===== config.mk =====
export PLATFORM = sky130hd
export DESIGN_NAME = osc_period_sweep_ctrl
export DESIGN_NICKNAME = d
export VERILOG_FILES = /design/src/rtl/osc_period_sweep_ctrl.sv
export SDC_FILE = /design/constraint.sdc
export NUM_CORES = 1
export LEC_CHECK = 0
export CAP_MARGIN = 10
export CELL_PAD_IN_SITES_DETAIL_PLACEMENT = 2
export CELL_PAD_IN_SITES_GLOBAL_PLACEMENT = 2
export CORE_ASPECT_RATIO = 1.4
export CORE_UTILIZATION = 40
export CTS_BUF_LIST = sky130_fd_sc_hd__clkbuf_8
export DETAILED_ROUTE_END_ITERATION = 12
export PLACE_DENSITY = 0.89
export SLEW_MARGIN = 20
export SYNTH_ARGS = -nofsm -noshare
export SYNTH_HDL_FRONTEND = slang
export SYNTH_SLANG_ARGS = --single-unit
export TNS_END_PERCENT = 10

===== constraint.sdc =====
create_clock -name clk -period 14.6 [get_ports clk]
set_input_delay 2.19 -clock clk [delete_from_list [all_inputs] [get_ports clk]]
set_output_delay 2.19 -clock clk [all_outputs]
set_load 0.01 [all_outputs]

===== src/rtl/osc_period_sweep_ctrl.sv =====
// ----------------------------------------------------------------------------
// osc_period_sweep_ctrl
//   Sequences the clock-enable period word of an oscillator to produce linear
//   frequency sweeps. The period steps from a start value to an end value by a
//   fixed increment. Each value is held for a programmable number of system
//   clocks. At the end of a sweep the block either stops (one-shot), restarts
//   (repeat) or reverses direction (ping-pong).
//
// Ports
//   clk, rst_n        system clock, asynchronous active-low reset
//   cr_start          pulse: begin a sweep (only honoured while idle)
//   cr_stop           pulse: abort the sweep, period_out keeps its value
//   cr_mode           0 one-shot, 1 repeat, 2 ping-pong, 3 behaves as 0
//   cr_period_start   first period of the sweep
//   cr_period_end     last period of the sweep
//   cr_period_step    magnitude of each period change
//   cr_dwell_cycles   clocks each period is held (0 behaves as 1)
//   period_out        period word to the oscillator's cr_clock_enable
//   period_update     one-cycle pulse when period_out changes or is reloaded
//   sweep_busy        high while a sweep is running
//   sweep_done        one-cycle pulse when a one-shot sweep completes
// ----------------------------------------------------------------------------
module osc_period_sweep_ctrl #(
  parameter int COUNTER_WIDTH_P = 28,
  parameter int DWELL_WIDTH_P   = 32,
  parameter logic [COUNTER_WIDTH_P-1:0] DEFAULT_PERIOD_P =
    {{(COUNTER_WIDTH_P-1){1'b0}}, 1'b1}
) (
  input  logic                       clk,
  input  logic                       rst_n,
  input  logic                       cr_start,
  input  logic                       cr_stop,
  input  logic [1:0]                 cr_mode,
  input  logic [COUNTER_WIDTH_P-1:0] cr_period_start,
  input  logic [COUNTER_WIDTH_P-1:0] cr_period_end,
  input  logic [COUNTER_WIDTH_P-1:0] cr_period_step,
  input  logic [DWELL_WIDTH_P-1:0]   cr_dwell_cycles,
  output logic [COUNTER_WIDTH_P-1:0] period_out,
  output logic                       period_update,
  output logic                       sweep_busy,
  output logic                       sweep_done
);

  localparam int CW = COUNTER_WIDTH_P;
  localparam int DW = DWELL_WIDTH_P;

  typedef enum logic [1:0] {
    ST_IDLE,
    ST_DWELL,
    ST_STEP
  } state_t;

  state_t          r_state;
  logic [CW-1:0]   r_period;
  logic            r_update;
  logic            r_busy;
  logic            r_done;
  logic [DW-1:0]   r_cnt;
  // Shadow copies of the configuration, frozen at sweep start.
  logic [1:0]      r_mode;
  logic [CW-1:0]   r_start;
  logic [CW-1:0]   r_end;
  logic [CW-1:0]   r_step;
  logic [DW-1:0]   r_dwell;
  logic            r_dir_up;

  logic [CW-1:0]   w_step_next;
  logic [CW-1:0]   w_pp_next;
  logic [DW-1:0]   w_reload;
  logic [DW-1:0]   w_start_reload;
  logic            w_at_end;

  // Move cur by step towards target in CW+1 bits, clamping to target on
  // overshoot. The extra bit catches both wrap below zero and carry-out.
  function automatic logic [CW-1:0] f_next(input logic [CW-1:0] cur,
                                           input logic [CW-1:0] step,
                                           input logic [CW-1:0] target,
                                           input logic          up);
    logic [CW:0] sum;
    if (up) begin
      sum = {1'b0, cur} + {1'b0, step};
      if (sum > {1'b0, target}) sum = {1'b0, target};
    end else begin
      sum = {1'b0, cur} - {1'b0, step};
      if (sum[CW] || (sum < {1'b0, target})) sum = {1'b0, target};
    end
    return sum[CW-1:0];
  endfunction

  // Counter load value for a dwell of d clocks; 0 is treated as 1.
  function automatic logic [DW-1:0] f_reload(input logic [DW-1:0] d);
    return (d == '0) ? '0 : d - 1'b1;
  endfunction

  assign w_step_next    = f_next(r_period, r_step, r_end, r_dir_up);
  // Ping-pong turnaround: first step away from the old end towards old start.
  assign w_pp_next      = f_next(r_end, r_step, r_start, ~r_dir_up);
  assign w_reload       = f_reload(r_dwell);
  assign w_start_reload = f_reload(cr_dwell_cycles);
  assign w_at_end       = (r_period == r_end);

  // The STEP cycle is the last cycle of the current dwell window, so a value
  // is held exactly max(dwell,1) clocks. A one-clock dwell therefore goes
  // straight back to STEP after each load.
  // NOTE: all state uses non-blocking assignments so every register samples
  // the pre-edge values regardless of statement order.
  always_ff @(posedge clk or negedge rst_n) begin
    if (!rst_n) begin
      r_state  <= ST_IDLE;
      r_period <= DEFAULT_PERIOD_P;
      r_update <= 1'b0;
      r_busy   <= 1'b0;
      r_done   <= 1'b0;
      r_cnt    <= '0;
      r_mode   <= '0;
      r_start  <= '0;
      r_end    <= '0;
      r_step   <= '0;
      r_dwell  <= '0;
      r_dir_up <= 1'b0;
    end else begin
      r_update <= 1'b0;
      r_done   <= 1'b0;
      if (cr_stop) begin
        r_state <= ST_IDLE;
        r_busy  <= 1'b0;
      end else begin
        case (r_state)
          ST_IDLE: begin
            if (cr_start) begin
              r_mode   <= cr_mode;
              r_start  <= cr_period_start;
              r_end    <= cr_period_end;
              r_step   <= cr_period_step;
              r_dwell  <= cr_dwell_cycles;
              r_dir_up <= (cr_period_start < cr_period_end);
              r_period <= cr_period_start;
              r_update <= 1'b1;
              r_busy   <= 1'b1;
              r_cnt    <= w_start_reload;
              r_state  <= (w_start_reload == '0) ? ST_STEP : ST_DWELL;
            end
          end
          ST_DWELL: begin
            if (r_cnt <= 1) begin
              r_cnt   <= '0;
              r_state <= ST_STEP;
            end else begin
              r_cnt <= r_cnt - 1'b1;
            end
          end
          ST_STEP: begin
            r_cnt   <= w_reload;
            r_state <= (w_reload == '0) ? ST_STEP : ST_DWELL;
            if (w_at_end) begin
              case (r_mode)
                2'd1: begin
                  r_period <= r_start;
                  r_update <= 1'b1;
                end
                2'd2: begin
                  r_start  <= r_end;
                  r_end    <= r_start;
                  r_dir_up <= ~r_dir_up;
                  r_period <= w_pp_next;
                  r_update <= 1'b1;
                end
                default: begin
                  r_done  <= 1'b1;
                  r_busy  <= 1'b0;
                  r_state <= ST_IDLE;
                end
              endcase
            end else begin
              r_period <= w_step_next;
              // A zero step leaves the value unchanged: no update pulse.
              r_update <= (w_step_next != r_period);
            end
          end
          default: r_state <= ST_IDLE;
        endcase
      end
    end
  end

  assign period_out    = r_period;
  assign period_update = r_update;
  assign sweep_busy    = r_busy;
  assign sweep_done    = r_done;

endmodule


==> flow_metrics.py <==
metrics = {
    "timing": {
        "max_freq_ghz": 0.115,
        "hold_viol_final": 0,
        "slew_headroom_pct": 24.1,
        "finalCritPeriodShare_pct": 59.5,
        "fin_worst_skew_ns": 0.0250,
        "fin_setup_tns_ns": 0,
        "rsz0062_at_grt": "no",
        "worst_slew_pin_slew_ns": 1.14,
        "final_max_slew_viol_count": 0,
        "fin_crit_ns": 8.68,
        "setup-violations-final": 0,
    },
    "logic_synthesis": {
        "ys_types": 93,
        "ys_warn_count": 0,
        "synth-async-reset-ratio_pct": 100,
        "synth_flop_cell": "dfrtp_1",
        "synth_top_area_cell": "dfrtp_1",
        "synth_edf_count": 0,
        "avgSynthCellArea_um2": 7.92,
        "syn_inst": 2711,
        "yosysTopAreaCellShare_pct": 21.3,
        "yosys-top-cells-area": "dfrtp_1 21%, ha_1 15%, xnor2_1 5.9%, a21oi_1 5.1%, o21ai_0 4.1%",
        "syn_area_um2": 21500,
        "synth_fp_nets": 3095,
        "ys_ff_latch": 184,
        "ys_seq_area_share_pct": 21.5,
    },
    "die": {
        "core_um2": 53100,
        "ios": 153,
        "initial_utilization_pct": 40.5,
        "dieHeight_um": 276,
        "die_w_um": 198,
        "die-area_um2": 54600,
        "num_rows": 100,
    },
    "setup_path": {
        "crit_slowest_cell": "a311oi_1",
        "arrival_ns": 9.17,
        "worst_setup_path_end_kind": "flip-flop",
        "worstPathMaxFanout": 25,
        "crit_path_start_kind": "flip-flop",
        "worstPathRequired_ns": 15.09,
        "criticalPathCategory": "flip-flop to flip-flop",
        "max_stage_delay_ns": 0.81,
    },
    "clock_tree": {
        "htreeDepth": 4,
        "clk_latency_ns": 0.60,
        "tritoncts": "done",
        "cts.sinks": 184,
        "postCtsSetupRepairBufs": 0,
        "clk_pin_slew_worst_paths_ns": 0.13,
        "numCtsBuffers": 17,
        "clock_path_buffers": 2,
        "clockRootBuffer": "clkbuf_8",
        "ctsResizeCount": 0,
        "cts_hold_buf": 0,
    },
    "job": {
        "drv_cap": 0,
    },
    "global_routing": {
        "grt_pass1_vias": 25000,
        "use_met2_pct": 67.7,
        "grt_usage_pct": 38.9,
        "met3_usage_pct": 5.95,
        "grt_max_degree": 75,
        "use_met1_pct": 42.3,
        "grt_busiest_layer": "met2",
        "grt_pass1_wl_um": 158000,
        "gr-total-overflow": 0,
        "antenna_found_initial": 2,
    },
    "status": {
        "violations": "DRC",
        "status": "finished with violations",
    },
    "worst_hold_path": {
        "min_path_type": "flip-flop to flip-flop",
    },
    "drt": {
        "avgRoutedWirePerCell_um": 30.1,
        "vias": 22600,
        "drt-initial-drc-count": 1141,
        "dr.pass1.iters": 9,
        "via_per_inst": 6.42,
        "postRouteAntennaNets": 0,
        "drcViolationCount": 1,
        "finalWirelength_um": 106000,
    },
    "place": {
        "place_hpwl_um": 84200,
        "io_buffers": 152,
        "place.gp.congestion": 0.974,
    },
    "final_layout": {
        "drive_gt1_share_pct": 6.26,
        "syn_to_final_growth_pct": 12.1,
        "fin_nets": 3169,
    },
}
==> cell type report <==
cell class	count	area, µm²
flip-flops and latches	184	4610
inverters	201	754
multi-input cells	2195	15600
well taps	714	893
repair buffers	186	1780
clock buffers	17	234
clock inverters	14	180
fillers	6030	29000
diodes	1	2.50
==> kinds of logic (layout without fill, tap and decap cells) <==
| group | Yosys count | after routing | synth area share (%) |
|---|---|---|---|
| compound gates | 811 | 811 | 24.5 |
| simple gates | 791 | 791 | 18.1 |
| buf+inv | 332 | 418 | 6.00 |
| fa+ha+maj | 262 | 262 | 15.4 |
| xor+xnor | 221 | 221 | 9.05 |
| flops | 184 | 184 | 21.5 |
| mux | 110 | 110 | 5.51 |
| other cells | 0 | 1 | 0 |
==> Yosys cell counts, types with 7 or more instances <==
library cell	number
nor3b_1	9
buf_2	10
nand2_1	195
and4_1	8
nor2b_1	46
inv_1	200
o31a_1	7
a31oi_1	27
a2111oi_0	11
or3_1	15
nand4_1	38
and2_1	8
a211oi_1	47
nor2_1	218
dfrtp_1	183
xnor2_1	145
o31ai_1	18
mux2_2	65
a22oi_1	9
o21ai_0	178
or2_2	8
nand2b_1	38
mux2i_1	45
o22ai_1	44
nand3_1	50
or4_1	14
a21o_1	51
ha_1	258
and3_1	10
clkbuf_1	111
o221ai_1	29
o21a_1	18
a211o_1	11
a21boi_0	10
xor2_1	75
o211ai_1	26
a221oi_1	20
nor4_1	43
nor3_1	70
o21bai_1	20
a21oi_1	218
==> worst paths after layout <==
kind                                            from                 endpoint  depth (start not counted)  slack, ns
setup / recovery           period_out[0]$_DFFE_PN1P_  period_update$_DFF_PN0_                         27       5.92
hold / removal                 r_mode[0]$_DFFE_PN0P_    r_mode[0]$_DFFE_PN0P_                          1       0.53
min in group asynchronous                      rst_n   r_step[20]$_DFFE_PN0P_                          1       1.58
hold reg to reg                r_mode[0]$_DFFE_PN0P_    r_mode[0]$_DFFE_PN0P_                          1       0.53
max in group asynchronous                      rst_n    r_end[10]$_DFFE_PN0P_                          2      11.61
setup reg to reg           period_out[0]$_DFFE_PN1P_  period_update$_DFF_PN0_                         27       5.92
==> layer usage <==
metal,part of all wire [%],routed length [µm]
met5,0.012,13
met4,8.5,9050
met3,4.2,4490
met2,50,52600
met1,38,39700
==> metrics by stage <==
stage	cell area [µm²]	worst slack, ns	instances	hold WS (ns)	util [%]
after floorplan	21500	8.36	2711	0.479	-
after global placement	23700	6.58	3480	0.500	44.6
after detailed placement	23700	6.27	3480	0.497	44.6
after CTS	24100	6.25	3511	0.526	45.4
after global routing	24100	5.92	3512	0.548	45.4
final	24100	5.92	3512	0.531	45.4
==> registers in the layout, indices dropped and copies added (netlist names) <==
signal,cells
r_end,28
r_cnt,32
r_mode,2
r_step,28
r_dir_up,1
period_update,1
r_dwell,32
r_start,28
sweep_busy,1
period_out,28
r_state,2
sweep_done,1
==> cells in the final DEF, fill, tap and decap left out, types with 11 or more instances in the layout <==
cell type,n
nor2_1,216
nor3_1,69
o211ai_1,26
o21a_1,18
o31ai_1,18
o221ai_1,29
o21bai_1,20
dfrtp_1,183
mux2i_1,45
nor2b_1,46
a211o_1,11
nand3_1,49
nor4_1,42
nand2b_1,38
xnor2_1,145
ha_1,257
inv_1,200
nand4_1,38
o21ai_0,178
a21oi_1,218
or4_1,14
a31oi_1,27
nand2_1,195
buf_4,34
xor2_1,75
a21o_1,51
clkbuf_8,18
a221oi_1,20
or3_1,15
mux2_2,65
a211oi_1,47
o22ai_1,44
clkdlybuf4s50_1,151
==> critical path, delay by kind of cell (launching register included) <==
| kind | cells | cell delay, ns |
|---|---|---|
| AO/OA/AOI/OAI | 11 | 3.84 |
| AND/OR/NAND/NOR | 9 | 2.42 |
| adder cells (fa/ha/maj) | 3 | 0.95 |
| flip-flops | 1 | 0.60 |
| XOR/XNOR | 2 | 0.42 |
| buffers and inverters | 2 | 0.34 |
Power is left out: the tool's default activity adds up to more than one toggle a clock period on the data nets, which glitch-free logic cannot reach.
